`config.mk`:
```
export PLATFORM = sky130hd
export DESIGN_NAME = seven_seg_scan_ctrl
export DESIGN_NICKNAME = d
export VERILOG_FILES = /design/src/rtl/seven_seg_pkg.sv /design/src/rtl/seven_seg_decoder.sv /design/src/rtl/seven_seg_scan_ctrl.sv
export SDC_FILE = /design/constraint.sdc
export NUM_CORES = 1
export LEC_CHECK = 0
export BUFFER_PORTS_ARGS = -buffer_cell sky130_fd_sc_hd__buf_2
export CAP_MARGIN = 10
export CORE_MARGIN = 4
export CORE_UTILIZATION = 39
export DETAILED_ROUTE_END_ITERATION = 12
export PLACE_DENSITY = 0.53
export SLEW_MARGIN = 10
export SYNTH_ARGS = -nofsm -noshare
export SYNTH_HDL_FRONTEND = slang
export SYNTH_HIERARCHICAL = 1
export SYNTH_SLANG_ARGS = --single-unit
```
`constraint.sdc`:
```
create_clock -name clk -period 3.5 [get_ports clk]
set_clock_uncertainty 0.05 [all_clocks]
set_input_delay 0.7 -clock clk [delete_from_list [all_inputs] [get_ports clk]]
set_output_delay 0.7 -clock clk [all_outputs]
set_load 0.05 [all_outputs]
```
`src/rtl/seven_seg_pkg.sv`:
```
// Shared definitions for the seven-segment scan controller: FSM encoding and
// default timing constants.
package seven_seg_pkg;

  typedef enum logic [1:0] {
    IDLE  = 2'd0,
    BLANK = 2'd1,
    SHOW  = 2'd2
  } scan_state_t;

  localparam int unsigned DEF_REFRESH_DIV  = 50000;
  localparam int unsigned DEF_BLANK_CYCLES = 2;

endpackage

```
`src/rtl/seven_seg_decoder.sv`:
```
// Hex nibble to seven-segment glyph, {g,f,e,d,c,b,a}, active-low segments
// for common-anode displays.
module seven_seg_decoder (
  input  logic [3:0] bin,
  output logic [6:0] seg
);

  // Patterns written as lit-segment masks, inverted for active-low drive.
  always_comb begin
    seg = ~7'h00;
    case (bin)
      4'h0: seg = ~7'h3F;
      4'h1: seg = ~7'h06;
      4'h2: seg = ~7'h5B;
      4'h3: seg = ~7'h4F;
      4'h4: seg = ~7'h66;
      4'h5: seg = ~7'h6D;
      4'h6: seg = ~7'h7D;
      4'h7: seg = ~7'h07;
      4'h8: seg = ~7'h7F;
      4'h9: seg = ~7'h6F;
      4'hA: seg = ~7'h77;
      4'hB: seg = ~7'h7C;
      4'hC: seg = ~7'h39;
      4'hD: seg = ~7'h5E;
      4'hE: seg = ~7'h79;
      4'hF: seg = ~7'h71;
      default: seg = ~7'h00;
    endcase
  end

endmodule

```
`src/rtl/seven_seg_scan_ctrl.sv`:
```
// Time-multiplexed scan controller: double-buffered display word, per-slot
// blank interval, optional leading-zero suppression, one shared decoder.
module seven_seg_scan_ctrl
  import seven_seg_pkg::*;
#(
  parameter int unsigned N_DIGITS     = 4,
  parameter int unsigned REFRESH_DIV  = DEF_REFRESH_DIV,
  parameter int unsigned BLANK_CYCLES = DEF_BLANK_CYCLES
) (
  input  logic                  clk,
  input  logic                  rst,
  input  logic                  en,
  input  logic                  load,
  input  logic [4*N_DIGITS-1:0] value,
  input  logic [N_DIGITS-1:0]   dp_in,
  input  logic                  lz_en,
  output logic [6:0]            seg,
  output logic                  dp,
  output logic [N_DIGITS-1:0]   an,
  output logic                  frame_done
);

  localparam int unsigned VW = 4 * N_DIGITS;
  localparam int unsigned IW = $clog2(N_DIGITS);
  localparam int unsigned CW = $clog2(REFRESH_DIV);

  localparam logic [CW-1:0] SLOT_LAST  = CW'(REFRESH_DIV - 1);
  localparam logic [CW-1:0] BLANK_LAST = CW'(BLANK_CYCLES - 1);
  localparam logic [IW-1:0] IDX_LAST   = IW'(N_DIGITS - 1);

  scan_state_t          state, state_nx;
  logic [CW-1:0]        cnt, cnt_nx;
  logic [IW-1:0]        idx, idx_nx;
  logic [VW-1:0]        disp_v, disp_v_nx, pend_v, pend_v_nx;
  logic [N_DIGITS-1:0]  disp_dp, disp_dp_nx, pend_dp, pend_dp_nx;
  logic                 pend_f, pend_f_nx;
  logic [3:0]           nib, nib_nx;
  logic [N_DIGITS-1:0]  an_nx;
  logic                 dp_nx, fd_nx;
  logic                 frame_end, supp, lit;

  function automatic logic [3:0] sel_nib(input logic [VW-1:0] w, input logic [IW-1:0] i);
    logic [3:0] r;
    r = 4'h0;
    for (int k = 0; k < int'(N_DIGITS); k++) begin
      if (i == IW'(k)) r = w[4*k +: 4];
    end
    return r;
  endfunction

  // Digit i>0 is blanked when it and every more significant nibble are zero.
  function automatic logic lz_supp(input logic [VW-1:0] w, input logic [IW-1:0] i,
                                   input logic lz);
    logic upper_nz;
    upper_nz = 1'b0;
    for (int k = 0; k < int'(N_DIGITS); k++) begin
      if (k >= int'(i) && w[4*k +: 4] != 4'h0) upper_nz = 1'b1;
    end
    return lz && (i != '0) && !upper_nz;
  endfunction

  always_comb begin
    state_nx   = state;
    cnt_nx     = cnt;
    idx_nx     = idx;
    disp_v_nx  = disp_v;
    disp_dp_nx = disp_dp;
    pend_v_nx  = pend_v;
    pend_dp_nx = pend_dp;
    pend_f_nx  = pend_f;
    frame_end  = 1'b0;
    supp       = 1'b0;
    lit        = 1'b0;
    an_nx      = '1;
    dp_nx      = 1'b0;
    fd_nx      = 1'b0;
    nib_nx     = 4'h0;

    case (state)
      IDLE: begin
        idx_nx = '0;
        cnt_nx = '0;
        if (en) state_nx = BLANK;
      end
      BLANK: begin
        if (!en) begin
          state_nx = IDLE;
          idx_nx   = '0;
          cnt_nx   = '0;
        end else begin
          cnt_nx = cnt + CW'(1);
          if (cnt == BLANK_LAST) state_nx = SHOW;
        end
      end
      SHOW: begin
        if (!en) begin
          state_nx = IDLE;
          idx_nx   = '0;
          cnt_nx   = '0;
        end else if (cnt == SLOT_LAST) begin
          state_nx = BLANK;
          cnt_nx   = '0;
          idx_nx   = (idx == IDX_LAST) ? '0 : idx + IW'(1);
        end else begin
          cnt_nx = cnt + CW'(1);
        end
      end
      default: begin
        state_nx = IDLE;
        idx_nx   = '0;
        cnt_nx   = '0;
      end
    endcase

    // The shown word only changes at a frame boundary or when leaving the scan.
    frame_end = (state != IDLE) &&
                (!en || (state == SHOW && cnt == SLOT_LAST && idx == IDX_LAST));

    if (state == IDLE) begin
      if (load) begin
        disp_v_nx  = value;
        disp_dp_nx = dp_in;
      end
    end else if (frame_end) begin
      if (load) begin
        disp_v_nx  = value;
        disp_dp_nx = dp_in;
      end else if (pend_f) begin
        disp_v_nx  = pend_v;
        disp_dp_nx = pend_dp;
      end
      pend_f_nx = 1'b0;
    end else if (load) begin
      pend_v_nx  = value;
      pend_dp_nx = dp_in;
      pend_f_nx  = 1'b1;
    end

    // Outputs are registered, so they are derived from the next-cycle view.
    nib_nx = sel_nib(disp_v_nx, idx_nx);
    supp   = lz_supp(disp_v_nx, idx_nx, lz_en);
    lit    = (state_nx == SHOW) && !supp;
    if (lit) an_nx[idx_nx] = 1'b0;
    dp_nx  = lit && disp_dp_nx[idx_nx];
    fd_nx  = (state_nx == SHOW) && (idx_nx == IDX_LAST) && (cnt_nx == SLOT_LAST);
  end

  always_ff @(posedge clk) begin
    if (rst) begin
      state      <= IDLE;
      cnt        <= '0;
      idx        <= '0;
      disp_v     <= '0;
      disp_dp    <= '0;
      pend_v     <= '0;
      pend_dp    <= '0;
      pend_f     <= 1'b0;
      nib        <= 4'h0;
      an         <= '1;
      dp         <= 1'b0;
      frame_done <= 1'b0;
    end else begin
      state      <= state_nx;
      cnt        <= cnt_nx;
      idx        <= idx_nx;
      disp_v     <= disp_v_nx;
      disp_dp    <= disp_dp_nx;
      pend_v     <= pend_v_nx;
      pend_dp    <= pend_dp_nx;
      pend_f     <= pend_f_nx;
      nib        <= nib_nx;
      an         <= an_nx;
      dp         <= dp_nx;
      frame_done <= fd_nx;
    end
  end

  seven_seg_decoder u_dec (
    .bin (nib),
    .seg (seg)
  );

endmodule

```
==> metrics.md, run 1 <==
| Metric | Value |
|---|---|
| Status | complete, no violations |
| Total Nets Final | 560 |
| Die Area | between 10000 and 15000 um^2 |
| WP data required | between 3000 and 4000 ps |
| Max-capacitance violation count | 0 |
| RSZ-0062 raised after global routing | false |
| Sw Share | 0.298 |
| CP Capture Type | register |
| Hold Vio Cnt, Final | 0 |
| Final setup violation count | 0 |
| Syn Std Cell Area | roughly 4000 um^2 |
| Commonest non-fill, non-tap cell in the layout | dfxtp_1 |
| Vias per cell | ~5.3 |
| Final min period | roughly 3300 ps |
| Die height | about 110 um |
| Global-route wire length before repair | approximately 17000 um |
| Post-CTS resize count | 0 |
| DR WL/cell | about 15 um |
| Most frequent cells in the layout | dfxtp_1 (71), nand2_1 (67), nor2_1 (58) |
| Post-Syn Nets | ~530 |
| Part of the power in registers | 0.492 |
| Leak pwr | 1.67 nW |
| Io pins | 38 |
| Power density cells | approximately 400 nW/um^2 |
| Reg2Reg Depth | 8 |
| Port Buf Inserts | 37 |
| Routability congestion estimate | around 0.84 |
| Clk pwr share | 0.335 |
| Initial antenna violation count | 0 |
| Worst endpoint data arrival time | ~3500 ps |
| Reg clk slew, reported paths | ~70 ps |
| Layout area overhead | 12.9% |
| Post-CTS setup buffers | 0 |
| Worst Hold End | pend_v[0] |
| Via count | 3471 |
| Root buf cell | clkbuf_8 |
| Aggregate negative setup slack | 0 ps |
| Logic pwr share | 0.173 |
| Worst ir drop on vdd | around 0.19 mV |
| Flop2flop setup slack | 200 ps |
| TritonCTS clock tree | built |
| Layout cell share with drive strength beyond 1 | 0.150 |
| Async SR Flop Fraction | 0 |
| Pin count of the biggest net entering global routing | 47 |
| Site Rows | 36 |
| H-Tree Depth | 3 |
| CTS sink cnt | between 70 and 80 |
| Detailed Routing Iterations Pass 1 | 4 |
| Placed insts | 643 |
| Peak Freq | about 0.30 GHz |
| HP Class | register to register |
| Cells after Synth | 486 |
| Sequential share of the synthesized area | 0.365 |
| Global-route usage over all layers | 0.179 |
| CTS buffer count | 9 |
| P_int | approximately 0.0012 W |
| Routed Antenna Nets | 0 |
| DR iter-0 viols | roughly 130 |
| Worst-Margin Slew | 1120 ps |
| Kind of critical path | register to register |
| Core area | 9730 um^2 |
| Antenna diodes | 0 |
| Vias in the first global route | 3293 |
| Worst skew pair latency | approximately 350 ps |
| Psw | roughly 0.00053 W |
| CTS Buffer Depth | 2 |
| Hold Crit Start | pend_v[0] |
| Post-Syn Area per Cell | between 8 and 9 um^2 |
| Critical Path Fanout Max | 11 |
| Post-DP HPWL | between 7000 and 8000 um |
| Residual DRC count | 0 |
| Final Max Slew Viols | 0 |
| DIE WIDTH | roughly 110 um |
| Hold Buf Count CTS | 0 |
| Register bit count reported by yosys | 71 |
| Fillers | 1034 |
| Top_reg_cell synth | dfxtp_1 |
| Slew margin rel. | 0.252 |
| Non-Filler Instances | between 600 and 700 |
| WHS Path Cells | 2 |
| Startpoint types | register |
| Final period util | 0.942 |
| Synth warnings | 6 |
| EDFF count, synth | 0 |
| Global route total overflow | 0 |
| Final WL | 9770 um |
| Worst reg2reg path endpoint | dp |
| Post-synth cell types | 60 |
| Initial core utilization | 0.400 |
| Reg2reg start | cnt[4] |
-- synthesized netlist by cell type, types with 4 or more instances --
cell	count	area share
nor2_1	58	0.056
o21ai_0	26	0.033
buf_6	4	0.012
inv_1	12	0.012
clkbuf_1	19	0.018
and3_1	6	0.0096
o2bb2ai_1	5	0.011
a221oi_1	12	0.027
o22ai_1	7	0.011
and2_1	9	0.014
nor4_1	4	0.0064
nand2_1	67	0.065
ha_1	14	0.045
dfxtp_1	71	0.37
nor3_1	10	0.013
nand2b_1	10	0.016
mux2i_1	18	0.046
nand3_1	13	0.017
nand4_1	6	0.0096
xnor2_1	7	0.016
xor2_1	9	0.020
a21oi_1	44	0.057
-- worst max-delay path, stage by stage (launching register included) --
cell,delay (ps)
dfxtp_1,370
or4_4,570
nor4_4,430
a31oi_1,460
a221oi_1,550
and3_1,230
o2111a_1,240
nand2_2,80
and4b_1,200
-- power groups by stage --
stage / Combinational (W) / Clock (W) / Sequential [W]
finish: 0.000307 / 0.000592 / 0.000870
global route: 0.000341 / 0.000654 / 0.000876
CTS: 0.000309 / 0.000615 / 0.000870
detailed placement: 0.000308 / 0 / 0.000889
global placement: 0.000304 / 0 / 0.000888
floorplan: 0.000230 / 0 / 0.000875
-- state kept, by name (all words and copies together) (netlist names) --
signal and cells:
disp_dp 4, dp 1, disp_v 16, pend_f 1
frame_done 1, pend_v 16, state 2, idx 2
an 4, pend_dp 4, cnt 16, nib 4
-- logic make-up after synthesis --
logic type,after synthesis,share of synthesized area
multiplexers,21,0.0588
XOR/XNOR,16,0.0360
AND/OR/NAND/NOR,200,0.246
AO/OA/AOI/OAI,123,0.201
buffers and inverters,41,0.0482
flip-flops,71,0.365
adder cells (fa/ha/maj),14,0.0450
-- layer usage --
layer	up-vias	track usage	share of wire
met5	-	0	0
met3	14	0.0318	0.041
met1	1593	0.252	0.50
met4	0	0.0748	0.019
li1	1796	-	-
met2	68	0.270	0.44
-- stage by stage --
step	hold slack [ps]	total power (W)	area, um^2	setup slack (ps)	utilization
floorplan	383	0.00110	3890	374	-
finish	408	0.00177	4390	202	0.452
CTS	410	0.00179	4390	235	0.452
global placement	394	0.00119	4220	405	0.434
detailed placement	399	0.00120	4220	270	0.434
global route	430	0.00187	4390	15.4	0.452
-- worst max-delay path by stage --
stage,startpoint,endpoint,cells past startpoint
after floorplan,cnt[5],nib[3],9
after global placement,cnt[4],dp,8
after detailed placement,cnt[4],dp,8
after CTS,cnt[4],dp,8
after global routing,cnt[5],dp,8
final,cnt[4],dp,8
-- cell type report --
type / instances / area (um^2) / share of cell area
Clock buffer: 12 / 155 / 0.0353
Inverter: 13 / 48.8 / 0.0111
Clock inverter: 4 / 20.0 / 0.00456
Multi-Input combinational cell: 374 / 2280 / 0.520
Timing Repair Buffer: 52 / 298 / 0.0678
Sequential cell: 71 / 1420 / 0.324
Tap cell: 133 / 166 / 0.0379
No activity file was read; power rests on OpenSTA's default activity.
==> inputs of run 2 (changes only) <==
--- a/config.mk
+++ b/config.mk
@@ -5,6 +5,7 @@
 export SDC_FILE = /design/constraint.sdc
 export NUM_CORES = 1
 export LEC_CHECK = 0
+export ABC_AREA = 1
 export BUFFER_PORTS_ARGS = -buffer_cell sky130_fd_sc_hd__buf_2
 export CAP_MARGIN = 10
 export CORE_MARGIN = 4
==> metrics.md, run 2 <==
| Metric | Value |
|---|---|
| Hold Buf Count CTS | 0 (unchanged) |
| Via count | 4152 (+20%) |
| Post-DP HPWL | 8640 um (+18%) |
| Aggregate negative setup slack | 0 ps (unchanged) |
| H-Tree Depth | 3 (unchanged) |
| Routed Antenna Nets | 0 (unchanged) |
| Post-synth cell types | 43 (-28%) |
| Leak pwr | 2.21 nW (+32%) |
| TritonCTS clock tree | built |
| Top-area cell type share of the netlist area | 0.328 (-0.0374) |
| Vias per cell | 5.02 (-4.7%) |
| CTS buffer count | 9 (unchanged) |
| DR iter-0 viols | 349 (+160%) |
| Vias in the first global route | 3910 (+19%) |
| EDFF count, synth | 0 (unchanged) |
| Design Power | 0.00177 W (+0.18%) |
| Startpoint types | register |
| Most frequent cells in the layout | nand2_1 (135), nor2_1 (101), inv_1 (76), o21ai_0 (76), dfxtp_1 (71) |
| DR WL/cell | 14.3 um (-3.9%) |
| Final period util | 0.770 (-0.172) |
| Kind of critical path | register to register |
| Most numerous cell in the Yosys netlist | nand2_1 |
| Die Area | 12900 um^2 (+11%) |
| Max-capacitance violation count | 0 (unchanged) |
| Design area | 4760 um^2 (+8.3%) |
| Global-route usage over all layers | 0.192 (+0.0124) |
| WP data required | 3710 ps (+30 ps) |
| Post-Syn Area per Cell | 6.62 um^2 (-17%) |
| Worst ir drop on vdd | 0.197 mV (+5.5%) |
| DIE WIDTH | 113 um (+5.1%) |
| Reg clk slew, reported paths | 80 ps (about the same) |
| Worst endpoint data arrival time | 2900 ps (-580 ps) |
| Pin count of the biggest net entering global routing | 39 (-17%) |
| Residual DRC count | 0 (unchanged) |
| Sequential share of the synthesized area | 0.328 (-0.0374) |
| Worst-Margin Slew | 621 ps (-496 ps) |
| Final setup violation count | 0 (unchanged) |
| Async SR Flop Fraction | 0 (unchanged) |
| Synth top area cells | dfxtp_1 (33%), nand2_1 (12%), o21ai_0 (8.8%) |
| Layout cell share with drive strength beyond 1 | 0.162 (+0.0114) |
| Die height | 113 um (+5.1%) |
| Register bit count reported by yosys | 71 (unchanged) |
| Core area | 10800 um^2 (+11%) |
| Routability congestion estimate | 0.844 (+0.76%) |
| Synth cell count leaders | nand2_1 (135), nor2_1 (101), inv_1 (76), o21ai_0 (76), dfxtp_1 (71) |
| Commonest non-fill, non-tap cell in the layout | nand2_1 |
| Worst skew pair latency | 370 ps (+20 ps) |
| Final WL | 11800 um (+21%) |
| Top cell type by total area after synthesis | dfxtp_1 |
| Final min period | 2700 ps (-602 ps) |
| Status | complete, no violations |
| CP Capture Type | register |
| Antenna diodes | 0 (unchanged) |
| Dpl cell area | 4590 um^2 (+8.9%) |
| Port Buf Inserts | 37 (unchanged) |
| Layout area overhead | 9.67% |
| CTS sink cnt | 71 (unchanged) |
| Top flop regs | cnt (16), disp_v (16), pend_v (16) |
| Detailed Routing Iterations Pass 1 | 5 (+1) |
| Initial antenna violation count | 0 (unchanged) |
| Post-CTS resize count | 0 (unchanged) |
| Global-route wire length before repair | 19500 um (+17%) |
| Global route total overflow | 0 (unchanged) |
| Site Rows | 38 (+5.6%) |
| Initial core utilization | 0.400 (about the same) |
| Synth warnings | 6 (unchanged) |
| CTS Buffer Depth | 2 (unchanged) |
| Peak Freq | 0.371 GHz (+22%) |
| Final core occ | 0.439 (-0.0128) |
| Hold Vio Cnt, Final | 0 (unchanged) |
| RSZ-0062 raised after global routing | false |
| Top_reg_cell synth | dfxtp_1 |
| Power density cells | 373 nW/um^2 (-7.5%) |
| Cells after Synth | 655 (+35%) |
| Total Nets Final | 722 (+29%) |
| Post-Syn Nets | 694 (+32%) |
| Post-CTS setup buffers | 0 (unchanged) |
| Root buf cell | clkbuf_8 |
| Final Max Slew Viols | 0 (unchanged) |
| Io pins | 38 (unchanged) |
| Syn Std Cell Area | 4340 um^2 (+11%) |
| Slew margin rel. | 0.584 (+0.332) |
| Critical Path Fanout Max | 15 (+4) |
| HP Class | register to register |
==> run 2: cell count changes in the layout (fill, tap and decap cells not counted), moves of 12 or more <==
cell | previous run | this run
mux2i_1 | 18 | 0
a21oi_1 | 44 | 14
nand2_1 | 67 | 135
a221oi_1 | 12 | 0
o21ai_0 | 26 | 76
nor2_1 | 58 | 101
nand3_1 | 13 | 38
inv_1 | 12 | 76
==> run 2: layer usage <==
metal / share of wire / global-route usage
met4: 0.019 / 0.0777
met1: 0.49 / 0.262
met3: 0.053 / 0.0318
met2: 0.44 / 0.302
met5: 0 / 0
==> run 2: final timing paths <==
kind | start | to | slack (ps) | cells past startpoint
setup / recovery | pend_f | dp | 800 | 12
hold / removal | pend_dp[0] | pend_dp[0] | 410 | 2
setup reg to reg | pend_f | dp | 800 | 12
hold reg to reg | pend_dp[0] | pend_dp[0] | 410 | 2
==> run 2: cell families (layout without fill, tap and decap cells) <==
kind of cell    after synthesis  in the layout  synth area share
simple gates                333            333             0.359
compound gates              118            118             0.153
buf+inv                     114            146             0.110
flops                        71             71             0.328
fa+ha+maj                    14             14            0.0404
xor+xnor                      5              5            0.0101
==> run 2: area by class of cell <==
type | instances | area (um^2)
fillers | 1199 | 6080
clock buffers | 10 | 138
inverters | 89 | 335
well taps | 140 | 175
clock inverters | 5 | 25.0
flip-flops and latches | 71 | 1420
multi-input cells | 470 | 2440
repair buffers | 42 | 223
==> run 2: power by group <==
part	switching (W)	total [W]	internal, W
Combinational	0.000224	0.000319	0.0000949
Sequential	0.0000291	0.000870	0.000841
Clock	0.000317	0.000583	0.000266
==> run 2: per-stage QoR <==
step	std cells	setup slack, ps	hold WS (ps)
2_1_floorplan	655	993	375
3_3_place_gp	812	870	400
3_5_place_dp	812	868	401
4_1_cts	827	845	414
5_1_grt	827	544	454
6_report	827	804	414
==> run 2: worst max-delay path: stages, from the launching register on <==
cell	delay, ps
dfxtp_1	670
clkinv_1	550
buf_4	360
nor2_1	110
o21ai_0	100
nand3_1	90
nand3_1	120
nor2_1	120
nand2_1	50
nor2_1	110
nand3_2	130
nand2_2	90
nor2_2	30
==> inputs of run 3 (changes only) <==
--- a/config.mk
+++ b/config.mk
@@ -11,7 +11,7 @@
 export CORE_MARGIN = 4
 export CORE_UTILIZATION = 39
 export DETAILED_ROUTE_END_ITERATION = 12
-export PLACE_DENSITY = 0.53
+export PLACE_DENSITY = 0.55
 export SLEW_MARGIN = 10
 export SYNTH_ARGS = -nofsm -noshare
 export SYNTH_HDL_FRONTEND = slang
==> constraint.sdc (replaced) <==
create_clock -name clk -period 2.3 [get_ports clk]
set_clock_uncertainty 0.05 [all_clocks]
set_input_delay 0.46 -clock clk [delete_from_list [all_inputs] [get_ports clk]]
set_output_delay 0.46 -clock clk [all_outputs]
set_load 0.05 [all_outputs]
==> metrics.md, run 3 (synthesis results as in run 2) <==
| Metric | Value |
|---|---|
| Worst-Margin Slew | 405 ps (-216 ps) |
| DR iter-0 viols | 320 (-8.3%) |
| Critical Path Fanout Max | 5 (-10) |
| Vias per cell | 4.99 (-0.67%) |
| Final setup violation count | 0 (unchanged) |
| Leak pwr | 2.31 nW (+4.4%) |
| Fillers | 1125 (-6.2%) |
| Routability congestion estimate | 0.833 (-1.4%) |
| DIE WIDTH | 113 um (unchanged) |
| Global-route usage over all layers | 0.182 (-0.0102) |
| Global-route wire length before repair | 18900 um (-3.0%) |
| Most frequent cells in the layout | nand2_1 (135), nor2_1 (98), inv_1 (76), o21ai_0 (76), dfxtp_1 (68) |
| Peak Freq | about 0.45 GHz |
| H-Tree Depth | 3 (unchanged) |
| Flop2flop setup slack | 110 ps (-690 ps) |
| Top flop regs | cnt (16), disp_v (16), pend_v (16) |
| Area of the multi-input gates | 2460 um^2 (+0.92%) |
| HP Class | input pin to register |
| Die Area | 12900 um^2 (unchanged) |
| Status | complete, no violations |
| Final WL | 11400 um (-3.1%) |
| Post-DP HPWL | 8180 um (-5.3%) |
| Crit path to | seg[3] |
| Initial core utilization | 0.400 (unchanged) |
| Power density cells | 591 nW/um^2 (+59%) |
| Startpoint types | register |
| Wl on met1 | 5350 um (-7.4%) |
| Kind of critical path | register to output pin |
| Initial antenna violation count | 0 (unchanged) |
| Reg clk slew, reported paths | 80 ps (about the same) |
| Root buf cell | clkbuf_8 |
| Layout area overhead | 15.4% |
| Routed Antenna Nets | 0 (unchanged) |
| Core area | 10800 um^2 (unchanged) |
| Total Nets Final | 736 (+1.9%) |
| Final min period | approximately 2200 ps |
| Worst skew pair latency | 360 ps (about the same) |
| Residual DRC count | 0 (unchanged) |
| Worst endpoint data arrival time | 1710 ps (-1190 ps) |
| TritonCTS clock tree | built |
| Top routing layer in use | met4 |
| Final core occ | 0.462 (+0.0230) |
| Worst reg2reg path endpoint | nib[2] |
| Final period util | 0.967 |
| CTS buffer count | 9 (unchanged) |
| Met2 wire len | 5200 um (+0.95%) |
| CTS sink cnt | 71 (unchanged) |
| Global route total overflow | 0 (unchanged) |
| Commonest non-fill, non-tap cell in the layout | nand2_1 |
| Critical path origin | nib[0] |
| Storage cell area | 1430 um^2 (+0.44%) |
| Hold Vio Cnt, Final | 0 (unchanged) |
| Final Max Slew Viols | 0 (unchanged) |
| Io pins | 38 (unchanged) |
| Slew margin rel. | 0.730 (+0.146) |
| Antenna diodes | 0 (unchanged) |
| Port Buf Inserts | 37 (unchanged) |
| Worst ir drop on vdd | 0.434 mV (+120%) |
| Site Rows | 38 (unchanged) |
| Via count | 4199 (+1.1%) |
| CP Capture Type | output pin |
| DR WL/cell | 13.6 um (-4.8%) |
| CTS Buffer Depth | 2 (unchanged) |
| Reg2Reg Depth | 13 (+1) |
| Reg2reg start | cnt[0] |
| Met3 Routed Length | 595 um (-5.3%) |
| Layout cell share with drive strength beyond 1 | 0.192 (+0.0307) |
| Detailed Routing Iterations Pass 1 | 5 (unchanged) |
| Die height | 113 um (unchanged) |
| Vias in the first global route | 3918 (+0.20%) |
| Pin count of the biggest net entering global routing | 39 (unchanged) |
| WP data required | 1790 ps (-1920 ps) |
| Design Power | 0.00296 W (+67%) |
| Max-capacitance violation count | 0 (unchanged) |
run 3: changes by cell type in the layout (fill, tap and decap cells not counted), sizes merged:
cell      previous run  this run
clkbuf              10         9
clkinv               8         3
buf                 42        56
bufinv               0         2
clkinvlp             0         5
run 3: worst max-delay path: stages (launching register included):
cell and delay (ps):
dfxtp_1 410, inv_1 130, ha_1 340, nand2_1 80, nand3_1 80, nand2_1 60
buf_2 250
run 3: area by class of cell:
cell class	count	share of cell area
timing repair buffer	56	0.0763
inverter	89	0.0675
sequential	71	0.285
multi-input combinational	470	0.492
clock inverter	7	0.0195
tap	140	0.0350
clock buffer	9	0.0248
run 3: through the flow:
stage          hold slack [ps]  cells  setup WS (ps)  TNS, ps  cell area, um^2
2_1_floorplan              375    655           32.6        0             4340
3_3_place_gp               398    824           39.7        0             4720
3_5_place_dp               408    824          -4.15    -4.15             4720
4_1_cts                    273    841           9.76        0             4950
5_1_grt                    295    842          -24.5    -67.7             5000
6_report                   287    842           76.4        0             5000
run 3: power breakdown:
| part | internal (W) | leakage (nW) | switching (W) | total, W |
|---|---|---|---|---|
| Sequential | 0.00128 | 0.580 | 0.0000396 | 0.00132 |
| Clock | 0.000609 | 0.0937 | 0.000509 | 0.00112 |
| Combinational | 0.000171 | 1.63 | 0.000350 | 0.000521 |
run 3: routing by layer:
layer / GRT usage / vias to the layer above
met2: 0.300 / 105
li1: - / 2182
met4: 0.0681 / 0
met3: 0.0361 / 19
met1: 0.235 / 1893
met5: 0 / -
run 3: what timing repair did:
item	4_1_cts	5_1_grt
endpoints found under the setup margin	13	11
buffers inserted	1	1
gates cloned	0	0
pin swaps	2	2
endpoints found under the hold margin	0	0
hold buffers	0	0
resized for setup	0	13
run 3: worst min path at each step:
stage / from / endpoint / slack (ps) / cells past startpoint
CTS: value[13] / pend_v[13] / 270 / 3
floorplan: pend_dp[3] / pend_dp[3] / 370 / 2
global placement: pend_dp[3] / pend_dp[3] / 400 / 2
finish: value[13] / pend_v[13] / 290 / 3
detailed placement: pend_dp[3] / pend_dp[3] / 410 / 2
global route: value[6] / pend_v[6] / 300 / 3
